**src/rtl/dct_mcu_sched.sv**
```systemverilog
// dct_mcu_sched: feeds 8x8 blocks from the Y, Cb and Cr buffers into the shared
// DCT_2D engine in JPEG MCU order (Y0..Y{Y_BLOCKS-1}, Cb, Cr).
// Only one block is in flight at a time. The engine has a fixed latency, and its
// output is held as a tagged valid/ready result until the quantizer accepts it.
// Optional feature macro: DCT_SCHED_STATS_EN. When it is defined, stat_blocks and
// stat_stall are live saturating counters. When it is not defined, both ports are
// tied to zero.
module dct_mcu_sched #(
  parameter int Y_BLOCKS    = 4,   // 1, 2 or 4
  parameter int DCT_LATENCY = 24,  // >= 2
  parameter int CNT_W       = 16
) (
  input  logic             clock,
  input  logic             reset_n,
  input  logic             y_req,
  input  logic             cb_req,
  input  logic             cr_req,
  output logic             y_ack,
  output logic             cb_ack,
  output logic             cr_ack,
  output logic [1:0]       src_sel,
  output logic             dct_enable,
  input  logic             flush,
  output logic             out_valid,
  input  logic             out_ready,
  output logic [1:0]       out_comp,
  output logic [2:0]       out_idx,
  output logic             mcu_done,
  output logic [CNT_W-1:0] stat_blocks,
  output logic [CNT_W-1:0] stat_stall
);

  typedef enum logic [1:0] {
    COMP_Y  = 2'd0,
    COMP_CB = 2'd1,
    COMP_CR = 2'd2
  } comp_e;

  typedef enum logic [1:0] {
    ST_IDLE = 2'd0,
    ST_WAIT = 2'd1,
    ST_OUT  = 2'd2
  } state_e;

  // The counter only has to hold DCT_LATENCY-1 down to 0.
  localparam int              LAT_W    = (DCT_LATENCY > 2) ? $clog2(DCT_LATENCY) : 1;
  localparam logic [LAT_W-1:0] LAT_LOAD = LAT_W'(DCT_LATENCY - 1);
  localparam logic [2:0]       CB_POS   = 3'(Y_BLOCKS);
  localparam logic [2:0]       CR_POS   = 3'(Y_BLOCKS + 1);

  state_e           state_q, state_d;
  logic [2:0]       seq_pos_q, seq_pos_d;
  logic [LAT_W-1:0] lat_cnt_q, lat_cnt_d;
  logic             flush_pending_q, flush_pending_d;
  logic             y_ack_q, y_ack_d;
  logic             cb_ack_q, cb_ack_d;
  logic             cr_ack_q, cr_ack_d;
  comp_e            src_sel_q, src_sel_d;
  logic             dct_enable_q, dct_enable_d;
  logic             out_valid_q, out_valid_d;
  comp_e            out_comp_q, out_comp_d;
  logic [2:0]       out_idx_q, out_idx_d;
  logic             mcu_done_q, mcu_done_d;

  comp_e exp_comp;
  logic  exp_req;
  logic  start;

  // Decode which component the MCU order expects next, and select its request.
  always_comb begin
    if (seq_pos_q < CB_POS) begin
      exp_comp = COMP_Y;
      exp_req  = y_req;
    end else if (seq_pos_q == CB_POS) begin
      exp_comp = COMP_CB;
      exp_req  = cb_req;
    end else begin
      exp_comp = COMP_CR;
      exp_req  = cr_req;
    end
  end

  // A flush sampled in IDLE restarts the order and starts no block in that cycle.
  assign start = (state_q == ST_IDLE) && !flush && exp_req;

  // Next-state logic for the scheduler FSM and all of its registered outputs.
  always_comb begin
    // NOTE: every signal gets a default before the case statement. Without it, a
    // path that does not assign the signal would infer a latch.
    state_d         = state_q;
    seq_pos_d       = seq_pos_q;
    lat_cnt_d       = lat_cnt_q;
    flush_pending_d = flush_pending_q;
    y_ack_d         = 1'b0;
    cb_ack_d        = 1'b0;
    cr_ack_d        = 1'b0;
    dct_enable_d    = 1'b0;
    mcu_done_d      = 1'b0;
    src_sel_d       = src_sel_q;
    out_valid_d     = out_valid_q;
    out_comp_d      = out_comp_q;
    out_idx_d       = out_idx_q;

    unique case (state_q)
      ST_IDLE: begin
        if (flush) begin
          seq_pos_d       = '0;
          flush_pending_d = 1'b0;
        end else if (start) begin
          state_d      = ST_WAIT;
          lat_cnt_d    = LAT_LOAD;
          dct_enable_d = 1'b1;
          src_sel_d    = exp_comp;
          out_comp_d   = exp_comp;
          out_idx_d    = seq_pos_q;
          y_ack_d      = (exp_comp == COMP_Y);
          cb_ack_d     = (exp_comp == COMP_CB);
          cr_ack_d     = (exp_comp == COMP_CR);
        end
      end

      ST_WAIT: begin
        if (flush) flush_pending_d = 1'b1;
        // out_valid rises exactly DCT_LATENCY cycles after the dct_enable cycle.
        if (lat_cnt_q == '0) begin
          state_d     = ST_OUT;
          out_valid_d = 1'b1;
        end else begin
          lat_cnt_d = lat_cnt_q - 1'b1;
        end
      end

      ST_OUT: begin
        if (out_ready) begin
          state_d         = ST_IDLE;
          out_valid_d     = 1'b0;
          flush_pending_d = 1'b0;
          // A flush (pending, or arriving now) beats the Cr wrap and its mcu_done.
          if (flush || flush_pending_q) begin
            seq_pos_d = '0;
          end else if (seq_pos_q == CR_POS) begin
            seq_pos_d  = '0;
            mcu_done_d = 1'b1;
          end else begin
            seq_pos_d = seq_pos_q + 3'd1;
          end
        end else if (flush) begin
          flush_pending_d = 1'b1;
        end
      end

      default: state_d = ST_IDLE;
    endcase
  end

  // State and output registers. An async reset discards any block in flight.
  always_ff @(posedge clock or negedge reset_n) begin
    if (!reset_n) begin
      state_q         <= ST_IDLE;
      seq_pos_q       <= '0;
      lat_cnt_q       <= '0;
      flush_pending_q <= 1'b0;
      y_ack_q         <= 1'b0;
      cb_ack_q        <= 1'b0;
      cr_ack_q        <= 1'b0;
      src_sel_q       <= COMP_Y;
      dct_enable_q    <= 1'b0;
      out_valid_q     <= 1'b0;
      out_comp_q      <= COMP_Y;
      out_idx_q       <= '0;
      mcu_done_q      <= 1'b0;
    end else begin
      // NOTE: sequential state uses non-blocking assignments so that every flop
      // samples its pre-edge value, whatever order the statements are written in.
      state_q         <= state_d;
      seq_pos_q       <= seq_pos_d;
      lat_cnt_q       <= lat_cnt_d;
      flush_pending_q <= flush_pending_d;
      y_ack_q         <= y_ack_d;
      cb_ack_q        <= cb_ack_d;
      cr_ack_q        <= cr_ack_d;
      src_sel_q       <= src_sel_d;
      dct_enable_q    <= dct_enable_d;
      out_valid_q     <= out_valid_d;
      out_comp_q      <= out_comp_d;
      out_idx_q       <= out_idx_d;
      mcu_done_q      <= mcu_done_d;
    end
  end

  assign y_ack      = y_ack_q;
  assign cb_ack     = cb_ack_q;
  assign cr_ack     = cr_ack_q;
  assign src_sel    = src_sel_q;
  assign dct_enable = dct_enable_q;
  assign out_valid  = out_valid_q;
  assign out_comp   = out_comp_q;
  assign out_idx    = out_idx_q;
  assign mcu_done   = mcu_done_q;

`ifdef DCT_SCHED_STATS_EN
  logic [CNT_W-1:0] stat_blocks_q, stat_blocks_d;
  logic [CNT_W-1:0] stat_stall_q, stat_stall_d;

  // Saturating counters for accepted blocks and backpressure cycles. Flush clears them.
  always_comb begin
    stat_blocks_d = stat_blocks_q;
    stat_stall_d  = stat_stall_q;
    if (flush) begin
      stat_blocks_d = '0;
      stat_stall_d  = '0;
    end else begin
      if (out_valid_q && out_ready && (stat_blocks_q != '1))
        stat_blocks_d = stat_blocks_q + 1'b1;
      if (out_valid_q && !out_ready && (stat_stall_q != '1))
        stat_stall_d = stat_stall_q + 1'b1;
    end
  end

  // Statistics registers.
  always_ff @(posedge clock or negedge reset_n) begin
    if (!reset_n) begin
      stat_blocks_q <= '0;
      stat_stall_q  <= '0;
    end else begin
      stat_blocks_q <= stat_blocks_d;
      stat_stall_q  <= stat_stall_d;
    end
  end

  assign stat_blocks = stat_blocks_q;
  assign stat_stall  = stat_stall_q;
`else
  assign stat_blocks = '0;
  assign stat_stall  = '0;
`endif

endmodule

```
**config.mk**
```make
export PLATFORM = sky130hd
export DESIGN_NAME = dct_mcu_sched
export DESIGN_NICKNAME = d
export VERILOG_FILES = /design/src/rtl/dct_mcu_sched.sv
export SDC_FILE = /design/constraint.sdc
export NUM_CORES = 1
export LEC_CHECK = 0
export CORE_MARGIN = 3
export CORE_UTILIZATION = 45
export DETAILED_ROUTE_END_ITERATION = 8
export GPL_TIMING_DRIVEN = 0
export PLACE_DENSITY_LB_ADDON = 0.3
export SLEW_MARGIN = 20
export SYNTH_ARGS = -nofsm -noshare
export SYNTH_HDL_FRONTEND = slang
export SYNTH_SLANG_ARGS = --single-unit
export TNS_END_PERCENT = 1
```
**constraint.sdc**
```tcl
create_clock -name clock -period 5.8 [get_ports clock]
set_input_delay 1.74 -clock clock [delete_from_list [all_inputs] [get_ports clock]]
set_output_delay 1.74 -clock clock [all_outputs]
set_load 0.05 [all_outputs]
```
# ---- Yosys cells after proc, flatten, opt, wreduce, memory -nomap -nowiden
# Index checks and enable logic that the tools add are counted.
dict set report word_totals {
  register_bits 22
  in_bits 7
  out_inout_bits 45
  elab_cells 86
}
dict set report op_classes {
  add_sub_neg 2
  order_cmp 1
  eq_ne 12
  mux 41
  bitwise 1
  reduce_logical 17
}
# cell n
set op_table {}
lappend op_table {{$mux W1} 23}
lappend op_table {{$mux W5} 3}
lappend op_table {{$mux W2} 6}
lappend op_table {{$mux W3} 4}
lappend op_table {{$ne A2 B2 Y1 const B} 6}
lappend op_table {{$pmux W5 S2} 1}
lappend op_table {{$reduce_and A3 Y1} 3}
lappend op_table {{$reduce_and A4 Y1} 2}
lappend op_table {{$eq A3 B3 Y1 const B} 2}
lappend op_table {{$pmux W2 S3} 1}
lappend op_table {{$pmux W3 S2} 1}
lappend op_table {{$reduce_bool A2 Y1} 3}
lappend op_table {{$logic_not A5 Y1} 1}
lappend op_table {{$sub A5 B1 Y5 const B} 1}
lappend op_table {{$eq A2 B1 Y1 const B} 2}
lappend op_table {{$eq A2 B2 Y1 const B} 2}
lappend op_table {{$logic_not A2 Y1} 2}
lappend op_table {{$add A3 B1 Y3 const B} 1}
lappend op_table {{$lt A3 B3 Y1 const B} 1}
lappend op_table {{$pmux W1 S3} 1}
lappend op_table {{$reduce_bool A3 Y1} 1}
lappend op_table {{$logic_and A1 B1 Y1} 2}
lappend op_table {{$pmux W1 S2} 1}
lappend op_table {{$reduce_and A2 Y1} 1}
lappend op_table {{other kinds (3)} 3}

# ---- Longest topological paths before layout
dict set report logic_depth {
  depth_word 7
  mapped_depth 9
  depth_no_buf 7
}

# ---- Least setup slack after synthesis
# No wires, ideal clock.
dict set report synth_timing {
  path_type {input to register}
  startpoint {in cb_req}
  endpoint {reg lat_cnt_q[2]}
  setup_ps 79
  t_arrival_ps 2940
  t_required_ps 5721
  slack_ps 2781
  cell_stages 4
  path_buffers 0
  path_cell_list {or3b_4 > a311o_1 > a211oi_1 > mux2i_1}
}
dict set report synth_via {
  elab_chain_len 5
}
# item line
set synth_lines {}
lappend synth_lines {{start, declared} 16} ;# input logic cb_req,
lappend synth_lines {{$mux W1} 74} ;# end else if (seq_pos_q == CB_POS) begin
lappend synth_lines {{$mux W1} 71} ;# if (seq_pos_q < CB_POS) begin
lappend synth_lines {{$logic_and A1 B1 Y1} 84} ;# assign start = (state_q == ST_IDLE) && !flush && exp_req;
lappend synth_lines {{$ne A2 B2 Y1 (no source line)} n/a}
lappend synth_lines {{$reduce_and A4 Y1 (no source line)} n/a}
lappend synth_lines {{end signal, assigned} 177} ;# lat_cnt_q <= lat_cnt_d;
lappend synth_lines {{end, declared} 53} ;# logic [LAT_W-1:0] lat_cnt_q, lat_cnt_d;
# No other way between the ends.
# A chain may end at the register's enable or synchronous reset.

==> implementation parameters <==
Parameter                              Value

Status
  Outcome ... finished clean

Detailed routing
  Top routing layer used ... met4
  Total via count in the routed design ... between 1000 and 1500
  DR vias/cell ... 4.62
  Routed metal-1 wire length ... 1000 µm
  Met2 routed WL ... roughly 1400 µm
  Violation count after the first detailed-routing iteration ... 23
  Remaining design rule violation count ... 0
  Average wire length per cell after detail routing ... roughly 11 µm
  Total Routed Length ... 2560 µm
  Iteration count of the initial detailed-routing pass ... 4
  Detailed route wirelength on metal3 ... 149 µm
  Post-route ant nets ... 0

Synth
  Cell Area, Synth ... 1400 µm²
  Synth Register Bits ... 22
  Average size of a mapped cell ... 9.54 µm²
  Library cell occupying the most area in the post-synthesis netlist ... sky130_fd_sc_hd__dfrtp_1
  Register area share after synthesis ... 0.393
  Most area-consuming cells after synthesis ... sky130_fd_sc_hd__dfrtp_1 39%, sky130_fd_sc_hd__buf_4 19%, sky130_fd_sc_hd__ha_1 5.4%
  Count of warnings emitted by yosys ... 0
  Count of distinct cell types in the synthesized netlist ... 36
  Share of the synthesized area in the top cell type ... 0.393
  Gate count after technology mapping ... between 100 and 150

Floorplanning
  Die ar. ... ~3800 µm²
  Number of I/O pins ... 52
  Area of the placeable core ... 2850 µm²
  Floorplan die height ... around 62 µm
  Num rows ... 19
  Initial core utilization ... 0.492
  Die width ... 61.8 µm

Clock network
  Clock tree from TritonCTS ... built
  Clock Root Buffer ... sky130_fd_sc_hd__clkbuf_4
  CTS H-Tree Depth ... 1
  Count of cells resized by post-cts repair ... 0
  Clock buffer depth ... 2
  Post-CTS setup-driven buffer insertion count ... 0
  CTS Buf Count ... 3
  Insertion delay of the later-clocked pin in the worst-skew pair ... 0.31 ns
  Clock-pin transition on the worst setup and hold timing paths ... 0.12 ns
  Hold_buf cts ... 0
  Clock Sinks ... 22

Worst setup path
  Required time at the worst-slack endpoint ... 4.06 ns
  Maximum cell stage delay along the critical path ... roughly 0.8 ns
  Startpoint types ... register
  Cells traversed along the worst timing path ... buf_4 -> clkdlybuf4s50_1
  Slowest CP cell ... sky130_fd_sc_hd__clkdlybuf4s50_1
  Crit Path Category ... reg2out
  Data arrival, critical path ... approximately 1.6 ns
  Type of element capturing the critical path ... primary output
  Largest fanout on the critical path ... 3

Power
  Power Dens Cells ... 353 nW/µm²
  Leakage power total ... around 0.95 nW
  Maximum ir drop on the vdd rail ... 0.000342 V
  Total Power Consumption ... about 0.63 mW

STA
  Setup Total Neg Slack ... 0 ns
  Hold violation count in the final report ... 0
  Period Utilization, post-route ... 0.574
  Max Freq ... ~300 MHz
  Worst hold slack ... 0.489 ns
  Setup violators final ... 0
  Tmin final ... roughly 3.3 ns
  RSZ-0062 raised after global routing ... false
  Count of final max-slew check failures ... 0
  Clk_skew ... 0.00680 ns
  Worst Max-Slew Pin Slew ... 0.954 ns
  Worst max-slew margin expressed relative to the limit ... 0.362

Place
  Placed cells ... 228
  Final RePlAce weighted congestion ... 0.818
  Post-DP HPWL ... a little over 2000 µm
  Port Buffer Count ... 19

Layout
  Layout cells sized above 1 ... 0.229
  Final net count ... 215
  Diode insertion count for antenna repair ... 0
  Final Instance Count excl. Fillers ... 232
  P&R area growth vs syn ... 28.4%

Global routing
  Total congestion overflow after global routing ... 0
  Global-route wire length before repair ... 4410 µm
  Number of global-route vias before repair ... between 1000 and 1500
  Antenna violations before repair ... 0
  Maximum number of pins on one net before global-route repair ... 23
  Total routing usage reported by global routing ... 0.154

Min path
  Class of the most critical hold timing path ... reg2reg

Job
  Max-Cap Viols ... 0
-- path summary, 6_finish.rpt --
| kind | startpoint | endpoint | slack (ns) | cells past startpoint |
|---|---|---|---|---|
| max in group asynchronous | reset_n | cb_ack$_DFF_PN0_ | 3.28 | 1 |
| worst min register to register | out_idx[2]$_DFFE_PN0P_ | out_idx[2]$_DFFE_PN0P_ | 0.49 | 2 |
| worst max register to register | lat_cnt_q[0]$_DFFE_PN0P_ | state_q[1]$_DFFE_PN0P_ | 3.72 | 6 |
| worst max-delay path | out_comp[0]$_DFFE_PN0P_ | src_sel[0] | 2.47 | 2 |
| min in group asynchronous | reset_n | out_idx[1]$_DFFE_PN0P_ | 1.95 | 1 |
| worst min-delay path | out_idx[2]$_DFFE_PN0P_ | out_idx[2]$_DFFE_PN0P_ | 0.49 | 2 |
-- layer usage --
layer | global-route usage | up-vias
met4 | 0.0303 | 0
li1 | - | 546
met3 | 0.0393 | 4
met1 | 0.175 | 487
met5 | 0 | -
met2 | 0.288 | 34
-- state kept, by name, summed over array words and instances (netlist names) --
register / flops
y_ack: 1
dct_enable: 1
mcu_done: 1
seq_pos_q: 3
out_comp: 2
out_valid: 1
lat_cnt_q: 5
state_q: 2
cb_ack: 1
cr_ack: 1
out_idx: 3
flush_pending_q: 1
-- cell families after synthesis --
group	synth area share
buffers and inverters	0.234
AOI/OAI and AO/OA	0.157
and+or+nand+nor	0.117
DFF	0.393
muxes	0.0437
adders and majority gates	0.0535
other	0.00267
-- report_power, final --
group	switching (mW)	internal, mW	leakage [nW]
clock	0.0475	0.0698	0.0279
sequential	0.0259	0.186	0.284
combinational	0.199	0.106	0.637
-- layout make-up --
cell class	count	area, µm²
plain buffers	39	285
clock buffers	3	22.5
clock inverters	1	30.0
fillers	252	1050
inverters	10	42.5
multi-input cells	107	641
flip-flops and latches	22	551
well taps	31	38.8
repair buffers	19	190
-- per-stage QoR --
step | util | area [µm²] | setup slack [ns]
after floorplan | - | 1520 | 2.78
after global routing | 0.631 | 1800 | 2.37
after global placement | 0.613 | 1750 | 2.20
final | 0.631 | 1800 | 2.47
after CTS | 0.631 | 1800 | 2.44
after detailed placement | 0.613 | 1750 | 2.16
-- synthesized netlist by cell type --
master,n
sky130_fd_sc_hd__clkinv_4,1
sky130_fd_sc_hd__a311oi_2,1
sky130_fd_sc_hd__nand2_1,11
sky130_fd_sc_hd__a22o_1,2
sky130_fd_sc_hd__dfrtp_1,22
sky130_fd_sc_hd__a21boi_0,1
sky130_fd_sc_hd__nor2_1,6
sky130_fd_sc_hd__conb_1,1
sky130_fd_sc_hd__buf_6,1
sky130_fd_sc_hd__a31oi_1,1
sky130_fd_sc_hd__nand2b_1,1
sky130_fd_sc_hd__ha_1,6
sky130_fd_sc_hd__clkbuf_1,3
sky130_fd_sc_hd__mux2_1,1
sky130_fd_sc_hd__inv_1,9
sky130_fd_sc_hd__o41ai_1,1
sky130_fd_sc_hd__and3_2,1
sky130_fd_sc_hd__nor2b_1,2
sky130_fd_sc_hd__nor4_1,1
sky130_fd_sc_hd__o21ai_0,7
sky130_fd_sc_hd__or4b_1,1
sky130_fd_sc_hd__nor3_1,2
sky130_fd_sc_hd__o211a_1,1
sky130_fd_sc_hd__or3_1,1
sky130_fd_sc_hd__or3b_4,1
sky130_fd_sc_hd__o21ai_1,1
sky130_fd_sc_hd__mux2i_1,5
sky130_fd_sc_hd__nor3b_1,1
sky130_fd_sc_hd__nor3_2,1
sky130_fd_sc_hd__a211o_2,1
sky130_fd_sc_hd__a21oi_1,8
sky130_fd_sc_hd__a21o_1,3
sky130_fd_sc_hd__and3_1,2
sky130_fd_sc_hd__a311o_1,2
sky130_fd_sc_hd__a211oi_1,3
sky130_fd_sc_hd__buf_4,35
-- placed cells by master (no fill, tap or decap), types with 2 or more instances in the layout --
| cell | count |
|---|---|
| sky130_fd_sc_hd__ha_1 | 6 |
| sky130_fd_sc_hd__nor3_1 | 2 |
| sky130_fd_sc_hd__a21oi_1 | 8 |
| sky130_fd_sc_hd__a21o_1 | 3 |
| sky130_fd_sc_hd__clkbuf_4 | 3 |
| sky130_fd_sc_hd__nor2b_1 | 2 |
| sky130_fd_sc_hd__clkbuf_1 | 3 |
| sky130_fd_sc_hd__nand2_1 | 11 |
| sky130_fd_sc_hd__inv_1 | 9 |
| sky130_fd_sc_hd__dfrtp_1 | 22 |
| sky130_fd_sc_hd__a22o_1 | 2 |
| sky130_fd_sc_hd__a311o_1 | 2 |
| sky130_fd_sc_hd__o21ai_0 | 7 |
| sky130_fd_sc_hd__conb_1 | 32 |
| sky130_fd_sc_hd__and3_1 | 2 |
| sky130_fd_sc_hd__a211oi_1 | 3 |
| sky130_fd_sc_hd__clkdlybuf4s50_1 | 19 |
| sky130_fd_sc_hd__buf_4 | 35 |
| sky130_fd_sc_hd__nor2_1 | 6 |
| sky130_fd_sc_hd__mux2i_1 | 5 |
-- critical path: cells and delay by family (launching register included) --
family | cells | cell delay [ns]
flops | 1 | 0.39
buf+inv | 2 | 0.89
Power figures use the tool's default switching activity.
